`config.mk`:
```
export PLATFORM = sky130hd
export DESIGN_NAME = mem_req_queue
export DESIGN_NICKNAME = d
export VERILOG_FILES = /design/src/rtl/mem_req_queue.sv
export SDC_FILE = /design/constraint.sdc
export NUM_CORES = 1
export LEC_CHECK = 0
export CORE_MARGIN = 2
export CORE_UTILIZATION = 55
export DETAILED_ROUTE_END_ITERATION = 8
export GPL_TIMING_DRIVEN = 0
export PLACE_DENSITY = 0.75
export SLEW_MARGIN = 20
export SYNTH_ARGS = -nofsm -noshare
export SYNTH_HDL_FRONTEND = slang
export SYNTH_SLANG_ARGS = --single-unit
```
`constraint.sdc`:
```
create_clock -name clk -period 25.1 [get_ports clk]
set_clock_uncertainty 0.2 [all_clocks]
set_input_delay 3.765 -clock clk [delete_from_list [all_inputs] [get_ports clk]]
set_output_delay 3.765 -clock clk [all_outputs]
set_load 0.01 [all_outputs]
```
`src/rtl/mem_req_queue.sv`:
```
// mem_req_queue: decoupling buffer between the request/write-data side of the
// memory system and the external main memory port. Write requests are held
// back until a full line of beats is buffered, and beats are only released
// once their owning write request has gone downstream.
module mem_req_queue #(
    parameter int ADDR_BITS  = 28,
    parameter int TAG_BITS   = 5,
    parameter int DATA_BITS  = 128,
    parameter int BEATS      = 4,
    parameter int REQ_DEPTH  = 4,
    parameter int DATA_DEPTH = 8
) (
    input  logic                          clk,
    input  logic                          reset,
    input  logic                          up_req_valid,
    output logic                          up_req_ready,
    input  logic                          up_req_rw,
    input  logic [ADDR_BITS-1:0]          up_req_addr,
    input  logic [TAG_BITS-1:0]           up_req_tag,
    input  logic                          up_data_valid,
    output logic                          up_data_ready,
    input  logic [DATA_BITS-1:0]          up_data_bits,
    input  logic [DATA_BITS/8-1:0]        up_data_mask,
    output logic                          mem_req_valid,
    input  logic                          mem_req_ready,
    output logic                          mem_req_rw,
    output logic [ADDR_BITS-1:0]          mem_req_addr,
    output logic [TAG_BITS-1:0]           mem_req_tag,
    output logic                          mem_req_data_valid,
    input  logic                          mem_req_data_ready,
    output logic [DATA_BITS-1:0]          mem_req_data_bits,
    output logic [DATA_BITS/8-1:0]        mem_req_data_mask,
    output logic [$clog2(REQ_DEPTH):0]    req_count,
    output logic [$clog2(DATA_DEPTH):0]   data_count
);

    localparam int RPW       = $clog2(REQ_DEPTH);
    localparam int DPW       = $clog2(DATA_DEPTH);
    localparam int RCW       = RPW + 1;
    localparam int DCW       = DPW + 1;
    localparam int MASK_BITS = DATA_BITS / 8;

    localparam logic [RCW-1:0] REQ_FULL  = RCW'(REQ_DEPTH);
    localparam logic [DCW-1:0] DATA_FULL = DCW'(DATA_DEPTH);
    localparam logic [DCW-1:0] BEATS_C   = DCW'(BEATS);

    // Request queue storage
    logic                 req_rw_mem   [REQ_DEPTH];
    logic [ADDR_BITS-1:0] req_addr_mem [REQ_DEPTH];
    logic [TAG_BITS-1:0]  req_tag_mem  [REQ_DEPTH];
    logic [RPW-1:0]       req_wr_ptr;
    logic [RPW-1:0]       req_rd_ptr;

    // Data queue storage
    logic [DATA_BITS-1:0] data_bits_mem [DATA_DEPTH];
    logic [MASK_BITS-1:0] data_mask_mem [DATA_DEPTH];
    logic [DPW-1:0]       data_wr_ptr;
    logic [DPW-1:0]       data_rd_ptr;

    // Beats still owed to write requests that have already gone downstream
    logic [DCW-1:0]       owed;
    logic [DCW-1:0]       free_beats;

    logic head_rw;
    logic req_enq;
    logic req_deq;
    logic data_enq;
    logic data_deq;
    logic write_issue;

    assign up_req_ready  = (req_count != REQ_FULL);
    assign up_data_ready = (data_count != DATA_FULL);

    assign free_beats = data_count - owed;
    assign head_rw    = req_rw_mem[req_rd_ptr];

    assign mem_req_valid = (req_count != '0) && (!head_rw || (free_beats >= BEATS_C));
    assign mem_req_rw    = head_rw;
    assign mem_req_addr  = req_addr_mem[req_rd_ptr];
    assign mem_req_tag   = req_tag_mem[req_rd_ptr];

    assign mem_req_data_valid = (data_count != '0) && (owed != '0);
    assign mem_req_data_bits  = data_bits_mem[data_rd_ptr];
    assign mem_req_data_mask  = data_mask_mem[data_rd_ptr];

    assign req_enq     = up_req_valid && up_req_ready;
    assign req_deq     = mem_req_valid && mem_req_ready;
    assign data_enq    = up_data_valid && up_data_ready;
    assign data_deq    = mem_req_data_valid && mem_req_data_ready;
    assign write_issue = req_deq && head_rw;

    // rw bits are reset so an empty queue never presents an unknown head type
    always_ff @(posedge clk or posedge reset) begin
        if (reset) begin
            for (int i = 0; i < REQ_DEPTH; i++) begin
                req_rw_mem[i] <= 1'b0;
            end
        end else if (req_enq) begin
            req_rw_mem[req_wr_ptr] <= up_req_rw;
        end
    end

    // Request address/tag payload capture
    always_ff @(posedge clk) begin
        if (req_enq) begin
            req_addr_mem[req_wr_ptr] <= up_req_addr;
            req_tag_mem[req_wr_ptr]  <= up_req_tag;
        end
    end

    // Write-beat payload capture
    always_ff @(posedge clk) begin
        if (data_enq) begin
            data_bits_mem[data_wr_ptr] <= up_data_bits;
            data_mask_mem[data_wr_ptr] <= up_data_mask;
        end
    end

    // Request queue pointers and occupancy
    always_ff @(posedge clk or posedge reset) begin
        if (reset) begin
            req_wr_ptr <= '0;
            req_rd_ptr <= '0;
            req_count  <= '0;
        end else begin
            if (req_enq) begin
                req_wr_ptr <= req_wr_ptr + RPW'(1);
            end
            if (req_deq) begin
                req_rd_ptr <= req_rd_ptr + RPW'(1);
            end
            case ({req_enq, req_deq})
                2'b10:   req_count <= req_count + RCW'(1);
                2'b01:   req_count <= req_count - RCW'(1);
                default: req_count <= req_count;
            endcase
        end
    end

    // Data queue pointers and occupancy
    always_ff @(posedge clk or posedge reset) begin
        if (reset) begin
            data_wr_ptr <= '0;
            data_rd_ptr <= '0;
            data_count  <= '0;
        end else begin
            if (data_enq) begin
                data_wr_ptr <= data_wr_ptr + DPW'(1);
            end
            if (data_deq) begin
                data_rd_ptr <= data_rd_ptr + DPW'(1);
            end
            case ({data_enq, data_deq})
                2'b10:   data_count <= data_count + DCW'(1);
                2'b01:   data_count <= data_count - DCW'(1);
                default: data_count <= data_count;
            endcase
        end
    end

    // A write issue claims a full line of beats; each beat sent pays one back
    always_ff @(posedge clk or posedge reset) begin
        if (reset) begin
            owed <= '0;
        end else begin
            case ({write_issue, data_deq})
                2'b10:   owed <= owed + BEATS_C;
                2'b01:   owed <= owed - DCW'(1);
                2'b11:   owed <= owed + BEATS_C - DCW'(1);
                default: owed <= owed;
            endcase
        end
    end

    a_owed_le_data : assert property (@(posedge clk) disable iff (reset) owed <= data_count);
    a_req_bound    : assert property (@(posedge clk) disable iff (reset) req_count <= REQ_FULL);
    a_data_bound   : assert property (@(posedge clk) disable iff (reset) data_count <= DATA_FULL);

endmodule

```
# [Word-level counts from Yosys, hierarchy flattened]
# Memories as Yosys holds them, arrays and structs flattened.
# Cells that the tools add are included.
[op_classes] n_addsub=12 n_lt_le_gt_ge=4 n_eq_ne=9 mux=13 bitwise_logic=2 reduce_logical=16
[op_table] cell="$pmux 4 s3" count=1
[op_table] cell="$sub 4x1->4 const B" count=3
[op_table] cell="$add 3x1->3 const B" count=3
[op_table] cell="$eq 2x2->1 const B" count=4
[op_table] cell="$logic_and 1x1->1" count=8
[op_table] cell="$pmux 4 s2" count=1
[op_table] cell="$reduce_bool 4->1" count=2
[op_table] cell="$mux 1" count=7
[op_table] cell="$eq 2x1->1 const B" count=3
[op_table] cell="$ge 3x3->1 const B" count=2
[op_table] cell="$not 2->3" count=2
[op_table] cell="$pmux 3 s2" count=1
[op_table] cell="$reduce_bool 3->1" count=2
[op_table] cell="$add 2x1->2 const B" count=2
[op_table] cell="$add 4x1->4 const B" count=1
[op_table] cell="$add 4x3->4 const B" count=1
[op_table] cell="$bwmux 4" count=1
[op_table] cell="$ge 4x3->1 const B" count=1
[op_table] cell="$ne 4x4->1 const B" count=1
[op_table] cell="$reduce_bool 2->1" count=2
[op_table] cell="$sub 4x4->4" count=1
[op_table] cell="$lt 3x1->1 const B" count=1
[op_table] cell="$ne 3x3->1 const B" count=1
[op_table] cell="$sub 3x1->3 const B" count=1
[op_table] cell="4 further kinds" count=4
[totals] regBits=25 mem_bits_rw=1284 inputBits=184 out_inout_bits=189 n_memories=4
[mem_list] name="data_bits_mem" depth=8 width=128 read_ports=1 rd_ports_with_merged_regs=0 write_ports=1 line_no="55" source="logic [DATA_BITS-1:0] data_bits_mem [DATA_DEPTH];"
[mem_list] name="data_mask_mem" depth=8 width=16 read_ports=1 rd_ports_with_merged_regs=0 write_ports=1 line_no="56" source="logic [MASK_BITS-1:0] data_mask_mem [DATA_DEPTH];"
[mem_list] name="req_addr_mem" depth=4 width=28 read_ports=1 rd_ports_with_merged_regs=0 write_ports=1 line_no="49" source="logic [ADDR_BITS-1:0] req_addr_mem [REQ_DEPTH];"
[mem_list] name="req_tag_mem" depth=4 width=5 read_ports=1 rd_ports_with_merged_regs=0 write_ports=1 line_no="50" source="logic [TAG_BITS-1:0] req_tag_mem [REQ_DEPTH];"

# [Depth between registers and ports, before layout]
# Gate-level depths: netlist of the first run.
[logic_depth] word_depth=11 ltp_mapped=12 mapped_depth_nobuf=12

# [Worst setup path before layout of the first run]
# Ideal clock, no wire load.
[synth_timing] path_kind="input to register" startpoint="input port up_data_valid" endpoint="memory data_bits_mem[0][0] (enable)" arrival_ns=13.887 path_slack_ns=10.189 path_stages=3 n_path_buf=0 cell_sequence="nand2_1 -> or2_2 -> nor3_1"
[synth_between] elab_chain_cells=3
[synth_lines] item="start: declaration" line_no="20" source="input logic up_data_valid,"
[synth_lines] item="$logic_and 1x1->1" line_no="88" source="assign data_enq = up_data_valid && up_data_ready;"
[synth_lines] item="$mux 1" line_no="113" source="if (data_enq) begin"
[synth_lines] item="$mux 1 (implied by the code)" line_no="114" source="data_bits_mem[data_wr_ptr] <= up_data_bits;"
[synth_lines] item="end: declaration" line_no="55"
# Every way passes these cells.

# [Final worst setup path of the first run]
[layout_timing] startpoint="register data_rd_ptr[0]" endpoint="output port mem_req_data_bits[66]"
[layout_between] elab_chain_cells=1
[layout_lines] item="start: declaration" line_no="58" source="logic [DPW-1:0] data_rd_ptr;"
[layout_lines] item="start signal: assignment" line_no="151" source="data_rd_ptr <= data_rd_ptr + DPW'(1);"
[layout_lines] item="$mem_v2 8x128"
[layout_lines] item="end: declaration" line_no="31" source="output logic [DATA_BITS-1:0] mem_req_data_bits,"
# Every way passes these cells.

==> impl_metrics.tcl, run 1 <==
set metrics [dict create \
    syn_to_final_growth_pct 22.98 \
    grt_pass1_vias 24490 \
    wl_per_cell_um 28.05 \
    vias 22990 \
    worstPathArrival_ns 4.31 \
    cts_sinks 1309 \
    powerDensity_nw_per_um2 121.2 \
    synth_cell_type_count 40 \
    synth_top_area_share_pct 78.14 \
    postSynthCellCount 1983 \
    drv_cap 0 \
    die_w_um 303.5 \
    tritoncts "built" \
    fillers 5305 \
    ys_top_cells_by_count "edfxtp_1, mux4_2, mux2_2, clkbuf_1, buf_2" \
    grt_use_total_pct 24.09 \
    critical_path_class "reg -> out" \
    root_buffer "clkbuf_16" \
    ant_nets 0 \
    core_um2 88650 \
    fmax_mhz 120.8 \
    fin_total_pwr_uw 7356 \
    start_util_pct 55.66 \
    fin_ws_ns 16.82 \
    htree_levels 4 \
    yosysMostFrequentCell "edfxtp_1" \
    placed_cells 3622 \
    post-dp-hpwl_mm 70.54 \
    slew_violations 0 \
    ios 373 \
    worstPathRequired_ns 21.13 \
    syn-cell-area_um2 49340 \
    final_cells 3875 \
    route.detailed.drc 0 \
    tightestPinTransition_ns 1.124 \
    synth-async-reset-ratio_pct 1.910 \
    p_leak_uw 0.01959 \
    yosysTopAreaCell "edfxtp_1" \
    dp_slack_ns 17.49 \
    ys_ff_latch 1309 \
    cp-start-kind "flop" \
    cp_max_fo 10 \
    io_buffers 372 \
    drive_above_1_share_pct 30.62 \
    yosysSeqAreaShare_pct 79.41 \
    antenna_found_initial 13 \
    grt_overflow 0 \
    setup_viol 0 \
    timing.final.hold_violations 0 \
    dieArea_um2 92130 \
    wirelength_mm 108.7 \
    post-route-util_pct 68.46 \
    viasPerCell 5.933 \
    period_share_pct 32.98 \
    clock_path_buffers 3 \
    peakVddDrop_mv 0.1176 \
    synthTopCellsByArea "edfxtp_1, mux4_2, mux2_2" \
    grt_max_degree 26 \
    post_cts_resized 0 \
    drtIter0Drc 2062 \
    syn_avg_cell_area_um2 24.88 \
    synth_ff_type "edfxtp_1" \
    first_pass_iters 5 \
    syn-num-nets 2183 \
    yosys_warnings 0 \
    slew_headroom_pct 25.08 \
    dieHeight_um 303.5 \
    cts_setup_buffers 0 \
    path_clk_slew_ns 0.06 \
    fp-row-count 109 \
    nets 2793 \
    hold_buffers 0 \
    holdCritPathClass "reg -> reg" \
    rsz0062_at_grt "no" \
    min_period_ns 8.278 \
    clock_latency_ns 0.73 \
    gp_congestion 0.7556 \
    grt_pass1_wl_mm 159.2 \
    cts_made_buffers 134 \
    synth-edff-count 1284 \
    endpoint_kind "output port" \
    status "finished, final reports clean" \
]
[layout by cell type (no fill, tap or decap), drive strengths merged, types with 5 or more instances in the layout]
master,Yosys,layout
buf,45,147
bufinv,0,13
clkbuf,43,211
clkdlybuf4s50,0,372
clkinv,0,47
dfrtp,25,25
diode,0,12
edfxtp,1284,1284
ha,14,14
inv,16,25
mux2,149,149
mux4,322,322
nand2,15,15
nor2,8,8
xnor2,12,12
xor2,5,5
[state kept, by name, indices dropped and copies added, names as in the netlist]
name           flops
req_rw_mem         4
data_mask_mem    128
data_wr_ptr        3
req_addr_mem     112
req_count          3
data_count         4
req_rd_ptr         2
req_tag_mem       20
data_bits_mem   1024
req_wr_ptr         2
data_rd_ptr        3
owed               4
[critical path, stage by stage, from the launching register on]
cell             delay [ns]
dfrtp_1                0.36
buf_2                  0.35
clkbuf_1               0.88
buf_2                  0.52
mux4_2                 0.55
mux2_2                 0.27
clkdlybuf4s50_1        0.63
[layout make-up]
class	count	area, um^2	share of cell area (%)
antenna	12	30.03	0.04948
buffer	88	384.1	0.6330
clock buffer	168	3512	5.787
clock inverter	73	857.1	1.412
inverter	16	60.06	0.09896
multi-input combinational	570	9783	16.12
sequential	1309	39180	64.57
tap	1165	1458	2.402
timing repair buffer	474	5419	8.930
[cells by family (layout without fill, tap and decap cells)]
kind of cell / after synthesis / after routing / synth area share (%)
adder cells (fa/ha/maj): 16 / 16 / 0.4361
AO/OA/AOI/OAI: 16 / 16 / 0.3018
AND/OR/NAND/NOR: 46 / 46 / 0.4615
multiplexers: 474 / 474 / 18.16
other: 0 / 12 / 0
buffers and inverters: 104 / 819 / 0.8900
XOR/XNOR: 18 / 18 / 0.3474
flip-flops: 1309 / 1309 / 79.41
[routing by layer]
metal	part of all wire, %	vias to the layer above	GRT usage, %
met5	0.082	-	0
met2	52	878	40.90
li1	-	9766	-
met4	2.4	14	8.007
met1	38	12150	30.76
met3	7.7	182	5.961
[where the power goes]
part,internal [uW],switching [uW]
sequential,2760,84.2
clock,1140,817
combinational,1310,1240
[path summary, 6_finish.rpt]
kind,startpoint,to,slack (ns),cells after the start
worst min-delay path,req_rw_mem[0]$_DFFE_PP0P_,req_rw_mem[0]$_DFFE_PP0P_,0.31,1
worst max-delay path,data_rd_ptr[0]$_DFFE_PP0P_,mem_req_data_bits[66],16.82,6
worst max register to register,data_count[0]$_DFFE_PP0P_,data_bits_mem[0][99]$_DFFE_PP_,21.69,10
worst min register to register,req_rw_mem[0]$_DFFE_PP0P_,req_rw_mem[0]$_DFFE_PP0P_,0.31,1
min in group asynchronous,reset,data_rd_ptr[1]$_DFFE_PP0P_,3.24,2
max in group asynchronous,reset,req_rw_mem[0]$_DFFE_PP0P_,21.00,2
[metrics by stage]
stage | hold slack, ns | TNS [ns] | instance area (um^2)
after global placement | 0.2850 | -262.72 | 54530
after CTS | 0.3146 | 0 | 60660
final | 0.3102 | 0 | 60690
after floorplan | 0.2753 | 0 | 49340
after global routing | 0.3239 | 0 | 60670
after detailed placement | 0.2998 | 0 | 56290
No activity file was read; power rests on OpenSTA's default activity.
==> run 2, diff against run 1 <==
clock period = 7.9 ns   (was 25.1 ns; I/O delays follow)
==> run 2 against run 1 <==
Critical path depth is the same. Hold slack worse by 0.0016 ns. Register-to-register slack got worse by 17 ns. Clock power rose to 3.1 times the previous value.
==> impl_metrics.tcl, run 2 (synthesis results as in run 1) <==
set metrics [dict create \
    status "finished, final reports clean" \
    ant_nets 0 \
    cp_max_fo 10 \
    ios 373 \
    route.detailed.drc 0 \
    critical_path_class "reg -> out" \
    largestRegisters "data_bits_mem: 1024 flops, data_mask_mem: 128 flops, req_addr_mem: 112 flops" \
    post-dp-hpwl_mm 69.80 \
    die_w_um 303.5 \
    clock_path_buffers 3 \
    fin_total_pwr_uw 23190 \
    wirelength_mm 108.9 \
    worstPathRequired_ns 6.51 \
    mostFrequentLayoutCells "edfxtp_1, clkdlybuf4s50_1, mux4_2" \
    worstPathArrival_ns 4.33 \
    peakVddDrop_mv 0.3397 \
    place_area_um2 56310 \
    holdCritPathClass "reg -> reg" \
    start_util_pct 55.66 \
    fp-row-count 109 \
    hold_buffers 0 \
    slew_headroom_pct 23.27 \
    nets 2775 \
    tightestPinTransition_ns 1.151 \
    drv_cap 0 \
    viasPerCell 5.961 \
    endpoint_kind "output port" \
    drive_above_1_share_pct 29.59 \
    p_leak_uw 0.01945 \
    syn_to_final_growth_pct 22.68 \
    cts_made_buffers 134 \
    wl_per_cell_um 28.24 \
    cts_sinks 1309 \
    antenna_found_initial 28 \
    io_buffers 372 \
    grt_overflow 0 \
    grt_pass1_wl_mm 158.3 \
    setup-tns-final_ns 0 \
    min_period_ns 5.717 \
    grt_pass1_vias 24230 \
    first_pass_iters 5 \
    whs_ns 0.3086 \
    grt_use_total_pct 23.96 \
    largest_reg_flops 1024 \
    path_clk_slew_ns 0.06 \
    clock_latency_ns 0.74 \
    startpoint "data_rd_ptr[0]$_DFFE_PP0P_" \
    grt_max_degree 29 \
    finish.instance_area_um2 60540 \
    fmax_mhz 174.9 \
    final_common_cell "edfxtp_1" \
    rsz0062_at_grt "no" \
    final_cells 3856 \
    worstHoldStart "req_rw_mem[3]$_DFFE_PP0P_" \
    placed_cells 3604 \
    tritoncts "built" \
    slew_violations 0 \
    cts_setup_buffers 0 \
    vias 22990 \
    dieHeight_um 303.5 \
    dieArea_um2 92130 \
    timing.final.hold_violations 0 \
    gp_congestion 0.7437 \
    root_buffer "clkbuf_16" \
    regMostFlops "data_bits_mem" \
    period_share_pct 72.37 \
    reg2reg_from "data_count[0]$_DFFE_PP0P_" \
    drtIter0Drc 2215 \
    cp-start-kind "flop" \
    powerDensity_nw_per_um2 383.1 \
    setup_viol 0 \
    core_um2 88650 \
    htree_levels 4 \
    post_cts_resized 0 \
]
[run 2: cell count changes in the layout (fill, tap and decap cells not counted), sizes merged]
cell      previous run  this run
clkbuf             211       212
clkinvlp             4         3
clkinv              47        53
bufinv              13         8
buf                147       129
diode               12        14
inv                 25        21
[run 2: worst paths after layout]
kind                                             endpoint  slack (ns)  cells past startpoint
max in group asynchronous        req_count[2]$_DFFE_PP0P_        6.42                      2
min reg2reg                     req_rw_mem[3]$_DFFE_PP0P_        0.31                      1
max reg2reg                data_bits_mem[0][88]$_DFFE_PP_        4.66                     11
min                             req_rw_mem[3]$_DFFE_PP0P_        0.31                      1
max                                 mem_req_data_bits[66]        2.18                      6
min in group asynchronous      data_rd_ptr[0]$_DFFE_PP0P_        0.64                      2
[run 2: layer usage]
metal / global-route usage [%] / vias to the layer above / share of wire, % / wire [um]
li1: - / 9713 / - / -
met1: 31.32 / 12210 / 39 / 42010
met2: 39.22 / 847 / 51 / 55410
met3: 6.604 / 192 / 7.8 / 8462
met4: 8.392 / 26 / 2.6 / 2841
met5: 0 / - / 0.15 / 160
[run 2: worst max-delay path, stage by stage, from the launching register on]
cell             delay, ns
dfrtp_1               0.35
buf_2                 0.36
clkbuf_1              0.90
buf_2                 0.52
mux4_2                0.55
mux2_2                0.28
clkdlybuf4s50_1       0.61
[run 2: layout make-up]
type                    count  area, um^2
diodes                     14       35.03
fillers                  5279       28110
flip-flops and latches   1309       39180
repair buffers            456        5434
clock buffers             169        3612
multi-input cells         570        9796
well taps                1165        1458
plain buffers              88       384.1
clock inverters            69       574.3
inverters                  16       60.06
[run 2: power breakdown]
part | internal, uW | switching, uW | leakage (uW) | total, uW
Sequential | 8770 | 271 | 0.0120 | 9040
Clock | 3500 | 2510 | 0.00204 | 6010
Combinational | 4180 | 3950 | 0.00545 | 8130
Total | 16500 | 6740 | 0.0194 | 23200
[run 2: through the flow]
stage | worst slack, ns | util, %
detailed placement | 2.865 | 63.53
floorplan | -0.5560 | -
finish | 2.183 | 68.29
CTS | 2.045 | 68.25
global route | 1.976 | 68.27
global placement | -7.761 | 61.52
